`config.mk`:
```
export PLATFORM = sky130hd
export DESIGN_NAME = rb_loader
export DESIGN_NICKNAME = d
export VERILOG_FILES = /design/src/rtl/rb_loader.sv
export SDC_FILE = /design/constraint.sdc
export NUM_CORES = 1
export LEC_CHECK = 0
export ABC_AREA = 0
export BUFFER_PORTS_ARGS = -buffer_cell sky130_fd_sc_hd__buf_2
export CAP_MARGIN = 20
export CORE_MARGIN = 2
export CORE_UTILIZATION = 52
export CTS_CLUSTER_SIZE = 24
export DETAILED_ROUTE_END_ITERATION = 12
export PLACE_DENSITY = 0.9
export SYNTH_ARGS = -nofsm -noshare
export SYNTH_HDL_FRONTEND = slang
export SYNTH_SLANG_ARGS = --single-unit
```
`constraint.sdc`:
```
create_clock -name clk -period 2.9 [get_ports clk]
set_input_delay 0.58 -clock clk [delete_from_list [all_inputs] [get_ports clk]]
set_output_delay 0.58 -clock clk [all_outputs]
set_load 0.01 [all_outputs]
```
`src/rtl/rb_loader.sv`:
```
// Configuration loader: streams weight/bias/sign bytes into each neuron register bank in index order.
// Each accepted byte becomes one registered write strobe on the following cycle.
module rb_loader #(
    parameter int N_NEURONS = 4,
    parameter int IW        = $clog2(N_NEURONS)
) (
    input  logic                 clk,
    input  logic                 rst_n,
    input  logic                 start,
    input  logic                 abort,
    input  logic                 s_valid,
    input  logic [7:0]           s_data,
    output logic                 s_ready,
    output logic [7:0]           rb_data,
    output logic [1:0]           rb_select,
    output logic [N_NEURONS-1:0] rb_en,
    output logic                 rb_trig,
    output logic                 busy,
    output logic                 done,
    output logic [IW-1:0]        idx
);

    localparam logic [1:0] IDLE   = 2'd0;
    localparam logic [1:0] LOAD_W = 2'd1;
    localparam logic [1:0] LOAD_B = 2'd2;
    localparam logic [1:0] LOAD_S = 2'd3;

    logic [1:0]           state_q, state_d;
    logic [IW-1:0]        idx_q, idx_d;
    logic                 trig_q, trig_d;
    logic                 done_q, done_d;
    logic [7:0]           data_q, data_d;
    logic [1:0]           sel_q, sel_d;
    logic [N_NEURONS-1:0] en_q, en_d;
    logic                 accept;

    assign busy    = (state_q != IDLE);
    assign s_ready = busy && !abort;
    assign accept  = s_valid && s_ready;

    always_comb begin
        state_d = state_q;
        idx_d   = idx_q;
        done_d  = 1'b0;
        trig_d  = accept;
        data_d  = data_q;
        sel_d   = sel_q;
        en_d    = '0;
        if (accept) begin
            data_d = s_data;
            en_d   = N_NEURONS'(1) << idx_q;
        end
        // Abort only matters mid-load; in IDLE a simultaneous start still begins a load.
        if (busy && abort) begin
            state_d = IDLE;
            idx_d   = '0;
        end else begin
            case (state_q)
                IDLE: begin
                    if (start) begin
                        state_d = LOAD_W;
                        idx_d   = '0;
                    end
                end
                LOAD_W: begin
                    if (accept) begin
                        sel_d   = 2'd0;
                        state_d = LOAD_B;
                    end
                end
                LOAD_B: begin
                    if (accept) begin
                        sel_d   = 2'd1;
                        state_d = LOAD_S;
                    end
                end
                LOAD_S: begin
                    if (accept) begin
                        sel_d = 2'd2;
                        if (idx_q == IW'(N_NEURONS - 1)) begin
                            state_d = IDLE;
                            idx_d   = '0;
                            done_d  = 1'b1;
                        end else begin
                            state_d = LOAD_W;
                            idx_d   = idx_q + 1'b1;
                        end
                    end
                end
                default: begin
                    state_d = IDLE;
                    idx_d   = '0;
                end
            endcase
        end
    end

    always_ff @(posedge clk or negedge rst_n) begin
        if (!rst_n) begin
            state_q <= IDLE;
            idx_q   <= '0;
            trig_q  <= 1'b0;
            done_q  <= 1'b0;
            data_q  <= 8'd0;
            sel_q   <= 2'd0;
            en_q    <= '0;
        end else begin
            state_q <= state_d;
            idx_q   <= idx_d;
            trig_q  <= trig_d;
            done_q  <= done_d;
            data_q  <= data_d;
            sel_q   <= sel_d;
            en_q    <= en_d;
        end
    end

    assign rb_trig   = trig_q;
    assign rb_en     = en_q;
    assign rb_data   = data_q;
    assign rb_select = sel_q;
    assign done      = done_q;
    assign idx       = idx_q;

endmodule

```
Yosys cells after proc, flatten, opt, wreduce, memory -nomap -nowiden
Index checks and enable logic that the tools add are counted.

Add/sub/neg operators: 1. Equal/unequal tests: 11. Shift-type cells: 1. Multiplexer cells: 20. Bitwise gates (word level): 1. Reduce and logical (&&, ||, !) cells: 11.

Operators with widths (count): $mux 2 (11); $ne 3x3->1 const B (4); $pmux 2 s4 (1); $eq 2x2->1 const B (3); $ne 2x2->1 const B (3); $pmux 2 s3 (1); $reduce_bool 3->1 (2); $mux 1 (5); $reduce_and 5->1 (1); $mux 4 (1); $pmux 2 s2 (1); $reduce_and 4->1 (1); $shl 1x2->4 const A (1); $logic_and 1x1->1 (3); $reduce_and 3->1 (1); $add 2x1->2 const B (1); $eq 2x1->1 const B (1); $logic_not 2->1 (1); $reduce_bool 2->1 (1); $logic_not 1->1 (1); $not 1->1 (1).

Register bits after elaboration: 20. Input port bits: 13. Output and inout port bits: 20. Word-level logic and storage cells: 52.

Depth between registers and ports, before layout
Depth in word-level cells: 6. Depth in mapped cells: 6. Gate-level depth less buffers: 6.

Least setup slack after synthesis
OpenSTA, ideal clock, no wires.

Kind: register -> register. Start point: register state_q[0]. End point: register data_q[1], in the netlist rb_data[1]. Setup time: 0.125 ns. Data arrival time: 1.619 ns. Slack: 1.157 ns. Stages on the path, launching flop included: 6. Cell sequence: dfrtp_1 inv_1 ha_1 nor3b_4 buf_4 mux2_2.

Longest elaborated chain between the ends: 3.

RTL lines: from (decl) (RTL line 28) `logic [1:0] state_q, state_d;`; from (signal assigned) (RTL line 108) `state_q <= state_d;`; $reduce_bool 2->1 (RTL line 37) `assign busy = (state_q != IDLE);`; $logic_and 1x1->1 (RTL line 38) `assign s_ready = busy && !abort;`; $logic_and 1x1->1 (RTL line 39) `assign accept = s_valid && s_ready;`; via accept (RTL line 35) `logic accept;`; to (signal assigned) (RTL line 112) `data_q <= data_d;`; to (decl) (RTL line 32) `logic [7:0] data_q, data_d;`.

The timed path passes the listed nets, and every way through them passes these cells. A chain may end at the register's enable or synchronous reset.

Final worst setup path
Start point: register state_q[0]. End point: register state_q[0].

Longest elaborated chain between the ends: 5.

RTL lines (RTL line): $reduce_bool 2->1 (37); $logic_and 1x1->1 (38); $logic_and 1x1->1 (39); $ne 3x3->1 (no source line); $reduce_and 4->1 (no source line).

Several ways; a longest one is shown, not always the timed one.

==> impl_metrics.toml <==
[sta]
fmax_mhz = 463
hold_ws_ps = 192
setup_violations = 0
finalHoldViolations = 0
fin_ws_ps = 742
post-route-period-util_pct = 74.4
worst_slew_pin_slew_ps = 614
maxSlewHeadroom_pct = 59.0
maxSlewViolCount = 0
fin_skew_ps = 3.33
period_minus_slack_ps = 2160
rsz0062_at_grt = "false"
setup-tns-final_ps = 0

[worst_setup_path]
path_class = "flop to flop"
cp.arrival_ps = 2370
r2r_start = "state_q[0]"
crit_end = "state_q[0]"
reg2reg_to = "state_q[0]"
critPathLaunchType = "flop"
cp_max_fo = 16
worstPathRequired_ps = 3110
startpoint = "state_q[0]"
setup.worst_path.end_class = "flop"
ff2ff_path_depth = 6
r2r_slack_ps = 740

[layout]
fillCellCount = 130
diodes = 0
drive_gt1_share_pct = 42.9
area_growth_pct = 23.0
fin_cells = 137
nets = 136
final_util_pct = 68.1

[logic_synthesis]
netlist_area_um2 = 956
ys_warn_count = 0
synth.avg_cell_area_um2 = 12.4
synthCells = 77
yosysUniqueCellTypes = 18
synth_seq_cells = 20
ys_seq_area_share_pct = 52.4
synthesis.nets = 100

[clock_tree]
cts_tree = "yes"
htree_levels = 1
cts_root_buf = "clkbuf_4"
cts_setup_buffers = 0
cts-hold-fix-buffers = 0
clk_pin_slew_ps = 110
cts_made_buffers = 3
clkSinkCount = 20
cts_resized = 0
clock_path_buffers = 2
insertion_delay_ps = 310

[min_path]
hold_path.class = "input port to asynchronous set/reset pin"

[global_route]
grt_max_degree = 21
grt_antenna_before_repair = 0
overflow = 0
grt_pass1_vias = 676
grt_pass1_wl_um = 2790
grt.total_usage_pct = 18.4

[power]
leakage_nw = 0.625
ir_drop_v = 0.000565
p_per_area_nw_per_um2 = 954

[route]
ant_nets = 0
vias = 706
drtIter0Drc = 12
route.detailed.drc = 0
wl_um = 1720
drt-wirelength-per-cell_um = 12.6
drtPass1Iterations = 4
via_per_inst = 5.15

[place]
place_ws_ps = 757
gp_congestion = 0.872
portBuffers = 32
dpl.hpwl_um = 1330
placed_cells = 133

[floorplan]
core_um2 = 1730
placementRows = 15
die_w_um = 46.9
io_pins = 33
design.die.area_um2 = 2200
initial_core_util_pct = 55.4
dieHeight_um = 46.9

[flow_run]
cap_violations = 0

[status]
outcome = "completed"
[cells by family after synthesis]
family          share of synthesized area, %
buf+inv                                 3.53
simple gates                            9.82
flops                                   52.4
compound gates                          8.25
mux                                     13.0
fa+ha+maj                               13.1
[worst min-delay path by stage]
stage | to | depth (start not counted) | start | slack [ps]
floorplan | done | 0 | rst_n | 280
global placement | rb_data[4] | 1 | rb_data[4] | 480
detailed placement | rb_select[1] | 1 | rb_select[1] | 490
CTS | rb_data[2] | 1 | rst_n | 200
global route | state_q[1] | 1 | rst_n | 230
finish | rb_data[2] | 1 | rst_n | 190
[where the power goes]
part           switching [mW]  leakage [nW]  internal, mW
clock                  0.0892        0.0210        0.0768
sequential             0.0692         0.256         0.378
combinational           0.273         0.348         0.236
total                   0.431         0.625         0.691
[registers in the layout, summed over array words and instances, names as in the netlist]
| name | count |
|---|---|
| idx | 2 |
| rb_trig | 1 |
| done | 1 |
| state_q | 2 |
| rb_en | 4 |
| rb_select | 2 |
| rb_data | 8 |
[metrics by stage]
stage | total power, mW | instance area (um2)
after floorplan | 0.785 | 956
final | 1.12 | 1180
after global placement | 0.935 | 1140
after detailed placement | 0.966 | 1140
after CTS | 1.13 | 1180
after global routing | 1.21 | 1180
[synthesized netlist by cell type]
library cell  count  share of area, %
a21oi_1           1              0.52
a221oi_1          2               1.8
and2_1            4               2.6
and3_1            1              0.65
buf_4             1              0.79
dfrtp_1          20                52
ha_1             10                13
inv_1             7               2.7
mux2_2           11                13
nand2_1           1              0.39
nand3b_1          1              0.79
nor2_1            6               2.4
nor3_1            2               1.0
nor3b_4           1               2.0
o2111ai_1         1              0.92
o21ai_0           6               3.1
o221ai_1          1              0.92
o22a_1            1              0.92
[cells in the final DEF, fill, tap and decap left out]
cell | Yosys | routed
buf_2 | 0 | 32
dfrtp_1 | 20 | 20
mux2_2 | 11 | 11
ha_1 | 10 | 10
inv_1 | 7 | 7
nor2_1 | 6 | 6
o21ai_0 | 6 | 6
and2_1 | 4 | 4
clkbuf_4 | 0 | 3
nor3_1 | 2 | 2
a221oi_1 | 2 | 2
nor3b_4 | 1 | 1
and3_1 | 1 | 1
a21oi_1 | 1 | 1
nand3b_1 | 1 | 1
o22a_1 | 1 | 1
nand2_1 | 1 | 1
o221ai_1 | 1 | 1
o2111ai_1 | 1 | 1
clkbuf_8 | 0 | 1
[layout make-up]
type	count	area [um2]	share of cell area, %
Clock buffer	4	36.3	3.09
Sequential cell	20	500	42.6
Tap cell	25	31.3	2.66
Timing Repair Buffer	32	160	13.6
Multi-Input combinational cell	49	422	35.9
Inverter	7	26.3	2.23
[per-layer routing]
layer	share of wire (%)	up-vias	GRT usage [%]	routed length (um)
met2	49	41	31.2	851
li1	-	335	-	-
met3	8.8	3	3.85	151
met5	0	-	0	0
met1	40	327	20.7	692
met4	1.6	0	12.2	27
[critical path: stages, from the launching register on]
cell	delay (ps)
dfrtp_1	500
inv_1	120
ha_1	310
nor3b_4	560
o22a_1	270
nor2_1	50
a221oi_1	240
Note: power is estimated with default switching activity, not from simulation.
